### src/rtl/moore_seq_gen.sv
// Moore serializer: accepts a WIDTH-bit word on a valid/ready handshake and shifts it out MSB first.
// Optional MOORE_SEQ_GEN_GUARD_ZERO_EN appends one forced x=0 valid bit after every word.
module moore_seq_gen #(
    parameter int WIDTH = 8
) (
    input  logic             clk,
    input  logic             rst,
    input  logic             load_valid,
    input  logic [WIDTH-1:0] load_data,
    output logic             load_ready,
    output logic             x,
    output logic             x_valid,
    output logic             done
);
    localparam int CW = $clog2(WIDTH);

    typedef enum logic [1:0] {
        IDLE  = 2'd0,
        SHIFT = 2'd1,
        GUARD = 2'd2,
        DONE  = 2'd3
    } state_t;

    state_t           state, state_nxt;
    logic [WIDTH-1:0] sreg;
    logic [CW-1:0]    cnt;

    always_ff @(posedge clk or posedge rst) begin
        if (rst) begin
            state <= IDLE;
            sreg  <= '0;
            cnt   <= '0;
        end else begin
            state <= state_nxt;
            case (state)
                IDLE: begin
                    if (load_valid) begin
                        sreg <= load_data;
                        cnt  <= CW'(WIDTH - 1);
                    end
                end
                SHIFT: begin
                    sreg <= {sreg[WIDTH-2:0], 1'b0};
                    if (cnt != '0) cnt <= cnt - CW'(1);
                end
                default: ;
            endcase
        end
    end

    // Without the guard feature, the GUARD encoding is unreachable and falls to IDLE.
    always_comb begin
        state_nxt = IDLE;
        case (state)
            IDLE:  state_nxt = load_valid ? SHIFT : IDLE;
            SHIFT: begin
                if (cnt == '0) begin
`ifdef MOORE_SEQ_GEN_GUARD_ZERO_EN
                    state_nxt = GUARD;
`else
                    state_nxt = DONE;
`endif
                end else begin
                    state_nxt = SHIFT;
                end
            end
`ifdef MOORE_SEQ_GEN_GUARD_ZERO_EN
            GUARD: state_nxt = DONE;
`endif
            DONE:  state_nxt = IDLE;
            default: state_nxt = IDLE;
        endcase
    end

    always_comb begin
        load_ready = 1'b0;
        x          = 1'b0;
        x_valid    = 1'b0;
        done       = 1'b0;
        case (state)
            IDLE:  load_ready = 1'b1;
            SHIFT: begin
                x       = sreg[WIDTH-1];
                x_valid = 1'b1;
            end
`ifdef MOORE_SEQ_GEN_GUARD_ZERO_EN
            GUARD: x_valid = 1'b1;
`endif
            DONE:  done = 1'b1;
            default: ;
        endcase
    end
endmodule

### config.mk
export PLATFORM = sky130hd
export DESIGN_NAME = moore_seq_gen
export DESIGN_NICKNAME = d
export VERILOG_FILES = /design/src/rtl/moore_seq_gen.sv
export SDC_FILE = /design/constraint.sdc
export NUM_CORES = 1
export LEC_CHECK = 0
export ABC_AREA = 1
export CAP_MARGIN = 20
export CORE_MARGIN = 4
export CORE_UTILIZATION = 48
export CTS_BUF_LIST = sky130_fd_sc_hd__clkbuf_16
export DETAILED_ROUTE_END_ITERATION = 8
export PLACE_DENSITY = 0.76
export SYNTH_ARGS = -nofsm -noshare
export SYNTH_HDL_FRONTEND = slang
export SYNTH_SLANG_ARGS = --single-unit
export TNS_END_PERCENT = 50
### constraint.sdc
create_clock -name clk -period 1.25 [get_ports clk]
set_input_delay 0.25 -clock clk [delete_from_list [all_inputs] [get_ports clk]]
set_output_delay 0.25 -clock clk [all_outputs]
set_load 0.02 [all_outputs]
======== After elaboration in Yosys (flattened, before gate mapping) ========
Cells that the tools add are included.
operators by class
  add/sub/neg operators ................... 1
  eq/ne operators ......................... 4
  mux-type cells .......................... 12
  reductions and logical operators ........ 6
operator list
  operator                                          count
  case mux 8 bit (2 select lines)                   1
  two-way mux 8 bit                                 1
  two-way mux 3 bit                                 2
  case mux 3 bit (2 select lines)                   1
  two-way mux 1 bit                                 5
  != test 2 bit, second input constant              2
  case mux 2 bit (2 select lines)                   1
  zero test 3 bit                                   1
  AND reduction 3 bit                               1
  nonzero test 3 bit                                1
  subtractor 3 x 1 -> 3 bit, second input constant  1
  == test 2 x 1 -> 1 bit, second input constant     1
  == test 2 bit, second input constant              1
  zero test 2 bit                                   1
  two-way mux 2 bit                                 1
  AND reduction 2 bit                               1
  nonzero test 2 bit                                1
storage, ports and cells
  register bits ........................... 13
  input port bits ......................... 11
  output and inout bits ................... 4
  logic and storage cells ................. 26

======== Depth between registers and ports, before layout ========
Gate-level depths: netlist of run 1.
  depth in word-level cells ............... 3
  gate-level depth with buffers ........... 7
  depth with buffers taken out ............ 7

======== Least setup slack after synthesis of run 1 ========
OpenSTA, ideal clock, no wires.
  path kind ............................... register to output
  from .................................... register state[1]
  to ...................................... output x
  arrival time ............................ 0.974 ns
  required time ........................... 1.000 ns
  path slack .............................. 0.026 ns
  stages on the path, launching flop included .. 4
  buffers on the path ..................... 0
  path through ............................ dfrtp_1 > inv_2 > nand2_4 > nor2_1
between the ends
  longest elaborated chain between the ends .. 2
RTL lines
  item                    line  source
  start, declared         24    state_t state, state_nxt;
  start signal, assigned  34    state <= state_nxt;
  == test 2 x 1 -> 1 bit  80    case (state)
  two-way mux 1 bit       80
  end, declared           11    output logic x,
No other way between the ends.

======== Worst setup path after layout of run 1 ========
Ends and elaborated chain as after synthesis.

==> key figures, run 1 <==
STA
  – Fmax: 771.5 MHz
  – Final WS setup: -0.04610 ns
  – Fin. Hold Viols: 0
  – Tcrit/Tclk final: 1.037
  – Final setup violation count: 3
  – Skew final: 0.002586 ns
  – Unrepaired setup endpoints after global routing: true
  – Minimum clock period: ~1.3 ns
  – Actual transition at the worst max-transition pin: 0.2117 ns
  – Rel. slew slack: 0.8583
  – Max-slew violations: 0

Worst setup path
  – Reg2reg path depth: 6
  – Worst setup path class: register to primary output
  – CP arrival: about 1.1 ns
  – Worst setup SP type: register
  – Worst path required time: 1.00 ns
  – Worst Setup EP: x
  – FF-to-FF End: sreg[2]
  – Worst reg2reg setup slack: 0.06 ns
  – Beginning of the critical path: state[1]
  – Critical path peak fanout: 4
  – Kind of end point of the critical path: primary output
  – Worst R2R Start: state[1]

Place
  – Final HPWL DP: between 1000 and 1500 um
  – Post-placement cell count: between 100 and 150
  – Buffers on Ports: 14
  – Placed cell area: around 970 um2
  – Placer Congestion: between 0.7 and 0.8

Detailed routing
  – Initial DRC count: 15
  – Vias: between 700 and 800
  – Wire per inst: roughly 13 um
  – DR DRC count: 0
  – DRT antenna net count: 0
  – Drt total wl: 1862 um
  – First-pass DRT Iterations: 4
  – Routed vias/inst: between 5 and 6

Synthesis
  – Count leader, synth: nand2_1
  – Synth area leaders: dfrtp_1 46%, nand2_1 26%, nand3_1 7.7%, inv_1 4.2%, ha_1 3.5%
  – Library cells used by synthesis: 14
  – Synth top cells by count: 50 x nand2_1, 13 x dfrtp_1, 11 x nand3_1
  – Simple-gate share of the synthesized area: 0.4183
  – Cells after Synth: 96
  – Post-synthesis mux area share: 0
  – Synth Flop Type: dfrtp_1
  – Post-synthesis compound-gate area fraction: 0.02285
  – Synth Area in XOR/XNOR: 0
  – Post-synth ARST share: 1.000
  – Top cell type's share of synthesized area: 0.4569
  – Post-synthesis sequential area ratio: 0.4569
  – Post-synth EDFFs: 0
  – Largest family of logic cells by synthesized area: simple AND/OR/NAND/NOR gates
  – Adder-Cell Fraction of Synth Area: 0.03515
  – Net Count, Synth: 109
  – Mapped Area: 711.9 um2
  – Synth Area per Inst: 7.416 um2
  – Flops & latches, synth: 13
  – Most area-hungry cell type in the Yosys netlist: dfrtp_1
  – Syn. warnings: 0

Clocking
  – Num CTS Buffers: 3
  – Clk pin slew, worst setup/hold paths: ~0.05 ns
  – Cell chosen for the clock root: clkbuf_16
  – Hold_buf cts: 0
  – Maximum root-to-sink buffer count: 2
  – Clock latency on the worst-skew pair: 0.24 ns
  – CTS tree: done
  – CTS H-Tree Depth: 1
  – Sink Count: 13

Floorplan
  – Boundary Pins: 15
  – Die Y: 46.51 um
  – Die Width: 46.51 um
  – Initial Util: 0.5273
  – Core box area: 1350 um2
  – Die area: ~2200 um2
  – Standard-cell row count: 13

Power
  – Power per cell area: 3035 nW/um2
  – Lkg Pwr: 0.0006040 uW
  – VDD IR-drop max: 0.001671 V

Min path
  – Hold crit path type: input pin to asynchronous set/reset pin

Global routing
  – Gr usage total: 0.1965
  – Initial antenna violation count: 0
  – First-pass GRT wire length: 2939 um
  – Vias in the first global route: a little under 700
  – Largest net degree at the start of global routing: 14
  – GRT Residual Overflow: 0

Finish
  – Antenna Cells: 0
  – Layout area overhead: 52.20%
  – Final Instance Count excl. Fillers: 143
  – Layout Nets: 142
  – Filler cells: 87
  – Share of layout cells above drive strength 1: 0.2813
  – Design area: 1084 um2

Run status
  – Failing checks: setup timing
  – Status: finished, violations left

Flow run
  – Max-cap violation count: 0
==> critical path, stage by stage, from the launching register on <==
cell,delay [ns]
dfrtp_2,0.44
inv_2,0.09
nand2_4,0.06
nor2_4,0.09
buf_6,0.12
==> layout by cell type (no fill, tap or decap) <==
master	count
nand2_2	4
buf_4	12
inv_1	8
inv_2	2
dfrtp_2	2
dfrtp_1	11
nor2_1	1
nor2_4	2
ha_1	2
nand3_1	11
buf_6	7
o21ai_4	1
nand2_4	1
clkdlybuf4s50_1	10
inv_4	1
nor2_2	1
clkbuf_16	3
nand2_1	49
==> registers in the layout, summed over array words and instances (netlist names) <==
signal and count:
cnt 3, sreg 8, state 2
==> per-stage QoR <==
step / hold WS (ns) / total power, uW / util / setup TNS, ns / setup slack (ns)
6_report: 0.2995 / 3288 / 0.8026 / -0.1076 / -0.04610
4_1_cts: 0.3027 / 3195 / 0.7878 / -0.1883 / -0.07640
2_1_floorplan: 0.1270 / 1796 / - / 0 / 0.02629
5_1_grt: 0.3160 / 3569 / 0.8026 / -0.2215 / -0.08269
3_3_place_gp: 0.4658 / 2434 / 0.7173 / -0.9522 / -0.2397
3_5_place_dp: 0.4660 / 2490 / 0.7173 / -1.110 / -0.2713
==> area by class of cell <==
type                       instances  area [um2]  area share
clock buffer                       3       75.07     0.06928
timing repair buffer              29       269.0      0.2483
multi-input combinational         72       349.1      0.3222
sequential                        13       327.8      0.3025
inverter                          10       40.04     0.03695
clock inverter                     1       3.754    0.003464
tap                               15       18.77     0.01732
==> per-layer routing <==
layer	part of all wire	routed length, um	up-vias	GRT usage
li1	-	-	361	-
met1	0.43	801	338	0.2304
met2	0.51	942	21	0.3516
met3	0.045	84	4	0.04297
met4	0.018	34	0	0.05682
met5	0	0	-	0
==> repair_timing <==
item,4_1_cts,5_1_grt
pin swaps,1,1
resized for setup,25,8
buffers inserted,1,0
endpoints found under the setup margin,4,6
==> where the power goes <==
| part | switching, uW | total, uW | internal (uW) |
|---|---|---|---|
| registers | 139 | 763 | 624 |
| logic | 1070 | 1930 | 864 |
| clock network | 174 | 596 | 422 |
| total | 1380 | 3290 | 1910 |
==> how the worst min path moves through the flow <==
stage | slack [ns] | depth (start not counted) | endpoint
floorplan | 0.13 | 1 | cnt[0]
global placement | 0.47 | 2 | sreg[2]
detailed placement | 0.47 | 2 | sreg[5]
CTS | 0.30 | 3 | sreg[5]
global route | 0.32 | 3 | sreg[3]
finish | 0.30 | 3 | sreg[6]
==> cell families after synthesis <==
group                      after synthesis
AOI/OAI and AO/OA                        1
adders and majority gates                2
buffers and inverters                   11
DFF                                     13
and+or+nand+nor                         69
Power figures use the tool's default switching activity.
==> inputs of run 2 (changes only) <==
- GPL_ROUTABILITY_DRIVEN: default -> 0
- SLEW_MARGIN: default -> 30
==> results of run 2 <==
Final layout, timing and power as in run 1 (identical DEF).
==> RTL edit 1: new RTL, flow settings as in run 1 <==
The option `MOORE_SEQ_GEN_GUARD_ZERO_EN` is turned on by a define.
--- a/src/rtl/moore_seq_gen.sv
+++ b/src/rtl/moore_seq_gen.sv
@@ -1,4 +1,6 @@
 // Moore serializer: accepts a WIDTH-bit word on a valid/ready handshake and shifts it out MSB first.
 // Optional MOORE_SEQ_GEN_GUARD_ZERO_EN appends one forced x=0 valid bit after every word.
+`define MOORE_SEQ_GEN_GUARD_ZERO_EN
+
 module moore_seq_gen #(
     parameter int WIDTH = 8
Behaviour: not the same (a bounded check fails within 10 cycles, from zero or initial values and one cycle with rst high).
==> RTL edit 1 against run 1 <==
The run still ends with setup timing left; core utilization grew 8.8 points; synthesized area increased by 1.1%; sequential cell count unchanged; sequential power rose by 2%; worst setup slack worse by 0.10 ns; cell area rose by 11%; total power is 13% higher; via count increased by 13%; sequential share of layout area shrank 3.1 points; routed wire length rose by 37%; count of clock-buffer cells in the layout did not move; critical path depth rose by 3; register-to-register slack worse by 0.21 ns; non-clock buffer count fell by 3.
==> RTL edit 1: results (changes against run 1) <==
- Crit path largest cell delay: 0.38 ns (-0.06 ns)
- Compound-Gate Fraction of Synth Area: 0.0348 (+0.0119)
- Routed wl met2: 1.22 mm (+30%)
- Top Registers: sreg (8), cnt (3), state (1)
- RD Place Congestion: 0.743 (-3.0%)
- Reg2reg end: sreg[4]
- Internal power: 2.06 mW (+7.9%)
- Layout cell share with drive strength beyond 1: 0.378 (+0.0967)
- CP max-delay cell: dfrtp_1
- Vias per cell: 5.74 (+13%)
- Synth unique cells: 10 (-4)
- Met2 global-route usage: 0.409 (+0.0577)
- Post-synth top area share: 0.452 (-0.00477)
- Most frequent cells after synthesis: nand2_1, dfrtp_1, inv_1
- Failing checks: setup timing
- Drt wl/cell: 17.9 um (+37%)
- Worst hold slack: 0.324 ns (+0.0249 ns)
- 1st-iter DRT viols: 33 (+18)
- Final core utilization: 0.891 (+0.0880)
- Clk pin slew, worst setup/hold paths: 0.05 ns (about the same)
- Root Buffer: clkbuf_16
- WL met1: 915 um (+14%)
- Final cell count without fillers: 142 (-0.70%)
- Leak: 0.632 nW (+4.6%)
- Sequential share of the synthesized area: 0.452 (-0.00477)
- Dpl ws: -0.368 ns (-0.0967 ns)
- Rel. slew slack: 0.808 (-0.0508)
- # fillers: 69 (-21%)
- Vias in the first global route: 730 (+6.4%)
- Status: finished, violations left
- Met3 WL: 280 um (+230%)
- Post-synth net total: 115 (+5.5%)
- Met1 GRT Util: 0.243 (+0.0124)
- First-pass GRT wire length: 3.36 mm (+14%)
- Setup ws final: -0.150 ns (-0.104 ns)
- Synth top area cells: dfrtp_1, nand2_1, ha_1
- Cells after Synth: 99 (+3.1%)
- Setup violators final: 15 (+12)
- Adder-Cell Fraction of Synth Area: 0.0870 (+0.0518)
- DP Wirelength: 1.12 mm (-4.2%)
- Dpl cell area: 945 sq um (-2.5%)
- Post-route setup TNS: -1.36 ns (-1.25 ns)
- Reg2reg path depth: 7 (+1)
- Crit-path max FO: 12 (+8)
- Peak VDD IR: 2.38 mV (+42%)
- Total track usage: 0.233 (+0.0366)
- M3 GR Usage: 0.0781 (+0.0352)
- CP Data Arrival Time: 1.58 ns (+0.53 ns)
==> RTL edit 1: cell types whose count changed after synthesis, sizes merged <==
cell	run 1	this run
buf	1	2
ha	2	5
inv	10	13
nand2	54	53
nand3	11	8
nor2	4	0
o21ai	1	5
==> RTL edit 1: worst max-delay path by stage <==
stage | start | to | slack, ns | cells past startpoint
after floorplan | state[0] | cnt[2] | -0.006 | 8
after global placement | flip-flop | x | -0.35 | 5
after detailed placement | flip-flop | x | -0.37 | 5
after CTS | flip-flop | x | -0.08 | 5
after global routing | flip-flop | sreg[7] | -0.24 | 7
final | flip-flop | sreg[4] | -0.15 | 7
==> RTL edit 1: area by class of cell <==
type,count,share of cell area
Multi-Input combinational cell,71,0.376
Sequential cell,13,0.272
Timing Repair Buffer,26,0.227
Clock buffer,3,0.0624
Inverter,13,0.0447
Tap cell,15,0.0156
Clock inverter,1,0.00312
==> RTL edit 1: cell families after synthesis <==
| group | Yosys count |
|---|---|
| compound gates | 5 |
| fa+ha+maj | 5 |
| buf+inv | 15 |
| simple gates | 61 |
| flops | 13 |
==> RTL edit 1: power by group through the flow <==
| stage | Sequential (mW) | Clock (mW) | Combinational [mW] |
|---|---|---|---|
| 4_1_cts | 0.752 | 0.609 | 1.79 |
| 6_report | 0.782 | 0.607 | 2.33 |
| 5_1_grt | 0.797 | 0.638 | 2.49 |
| 3_5_place_dp | 0.732 | 0 | 1.44 |
| 2_1_floorplan | 0.713 | 0 | 1.04 |
| 3_3_place_gp | 0.723 | 0 | 1.39 |
==> RTL edit 1: timing repair <==
action | in CTS | in global routing
setup endpoints to repair | 16 | 15
buffers inserted | 2 | 1
gates resized for setup | 46 | 21
pin swaps | 6 | 13
hold endpoints to repair | 0 | 0
==> RTL edit 2: new RTL, flow settings as in run 1 <==
Made on the original files. Re-encode `state_t` (4 states) as one-hot, 4 bits wide.
--- a/src/rtl/moore_seq_gen.sv
+++ b/src/rtl/moore_seq_gen.sv
@@ -15,9 +15,9 @@
     localparam int CW = $clog2(WIDTH);
 
-    typedef enum logic [1:0] {
-        IDLE  = 2'd0,
-        SHIFT = 2'd1,
-        GUARD = 2'd2,
-        DONE  = 2'd3
+    typedef enum logic [3:0] {
+        IDLE  = 4'b0001,
+        SHIFT = 4'b0010,
+        GUARD = 4'b0100,
+        DONE  = 4'b1000
     } state_t;
 
Function: same outputs for any inputs over 10 cycles, from zero or initial values and one cycle with rst high; not proved beyond that.
==> RTL edit 2 against run 1 <==
The flow still finishes with violations (setup timing); die area up 4.5%; highest routed layer unchanged; worst setup slack worse by 0.069 ns; total power shrank 10%; core utilization increased by 1.2 points; cell area grew 12%; synthesized area is 5.4% higher; routed wire length increased by 28%; critical endpoint is now x_valid; sequential cell count up 1.
==> RTL edit 2: results (changes against run 1) <==
- Status: finished, violations left
- Failing checks: setup timing
- Final net count: 147 (+3.5%)
- DP Wirelength: 1.27 mm (+8.4%)
- Sequential share of the synthesized area: 0.468 (+0.0114)
- Dpl cell area: 1000 sq um (+3.4%)
- Total wire length: 2.39 mm (+28%)
- YS warnings: 0 (unchanged)
- Leak: 0.638 nW (+5.6%)
- Max Clock Skew: 0.00229 ns (-0.000297 ns)
- Syn avg cell area: 7.58 sq um (+2.3%)
- Post-route setup TNS: -0.856 ns (-0.748 ns)
- 1st-iter DRT viols: 34 (+19)
- Slew @ Worst Pin: 0.235 ns (+0.0237 ns)
- RD Place Congestion: 0.802 (+4.8%)
- Top Registers: sreg (8), cnt (3), state (3)
- Crit path largest cell delay: 0.55 ns (+0.11 ns)
- Placed cell count: 140 (+1.4%)
- Synth unique cells: 13 (-1)
- Largest net degree at the start of global routing: 15 (+1)
- Net Sw Frac: 0.395 (-0.0239)
- Vias per cell: 5.79 (+14%)
- Ant. Diodes: 0 (unchanged)
- Peak VDD IR: 1.61 mV (-3.6%)
- Vias in the first global route: 847 (+23%)
- Setup ws final: -0.115 ns (-0.0690 ns)
- Clk pin slew, worst setup/hold paths: 0.05 ns (about the same)
- Input/output buffers: 14 (unchanged)
- Setup violators final: 14 (+11)
- CP Data Arrival Time: 1.12 ns (+0.07 ns)
- Min-delay worst type: in -> async
- Via count: 863 (+19%)
- Synth top area cells: dfrtp_1, nand2_1, nand3_1
- Post-synth net total: 112 (+2.8%)
- Layout cell share with drive strength beyond 1: 0.346 (+0.0646)
- CP max-delay cell: dfstp_2
- Dpl ws: -0.306 ns (-0.0349 ns)
- First-pass GRT wire length: 3.80 mm (+29%)
- Most frequent cells after synthesis: nand2_1, nand3_1, dfrtp_1
- Total track usage: 0.243 (+0.0470)
==> RTL edit 2: what timing repair did <==
action                                  in CTS  in global routing
pin swaps                                    7                  2
gates resized for setup                     41                  7
endpoints found under the setup margin      16                 16
cloned                                       1                  0
setup buffers                                4                  1
==> RTL edit 2: cells by family after synthesis <==
kind of cell	share of synthesized area
AND/OR/NAND/NOR	0.405
adder cells (fa/ha/maj)	0.0333
buffers and inverters	0.0933
flip-flops	0.468
==> RTL edit 2: path summary, 6_finish.rpt <==
kind	cells after the start	startpoint	end	slack, ns
min in group clk	2	sreg[3]	sreg[3]	0.52
setup reg to reg	6	state[0]	sreg[6]	-0.07
hold / removal	3	rst	cnt[0]	0.30
hold reg to reg	2	sreg[3]	sreg[3]	0.52
setup / recovery	4	state[0]	x_valid	-0.12
max in group asynchronous	3	rst	state[0]	0.71
==> RTL edit 2: worst max-delay path, delay by kind of cell (launching register included) <==
kind	cells	cell delay [ns]
buf+inv	3	0.23
flops	1	0.55
simple gates	1	0.08
==> RTL edit 2: metal layers <==
| layer | up-vias | wire length [um] | track usage |
|---|---|---|---|
| li1 | 386 | - | - |
| met1 | 422 | 964 | 0.296 |
| met2 | 46 | 1200 | 0.398 |
| met3 | 9 | 173 | 0.0526 |
| met4 | 0 | 57 | 0.134 |
| met5 | - | 0 | 0 |
==> RTL edit 2: layout make-up <==
type,count,area [sq um]
multi-input combinational,69,408
sequential,14,353
timing repair buffer,34,308
fill,90,277
clock buffer,3,75.1
inverter,12,45.0
tap,16,20.0
clock inverter,1,3.75
==> RTL edit 2: power groups by stage <==
stage / clock, mW / sequential, mW / combinational [mW]
floorplan: 0 / 0.768 / 0.698
global placement: 0 / 0.805 / 1.06
detailed placement: 0 / 0.813 / 1.11
CTS: 0.604 / 0.833 / 1.34
global route: 0.635 / 0.870 / 1.63
finish: 0.602 / 0.857 / 1.50
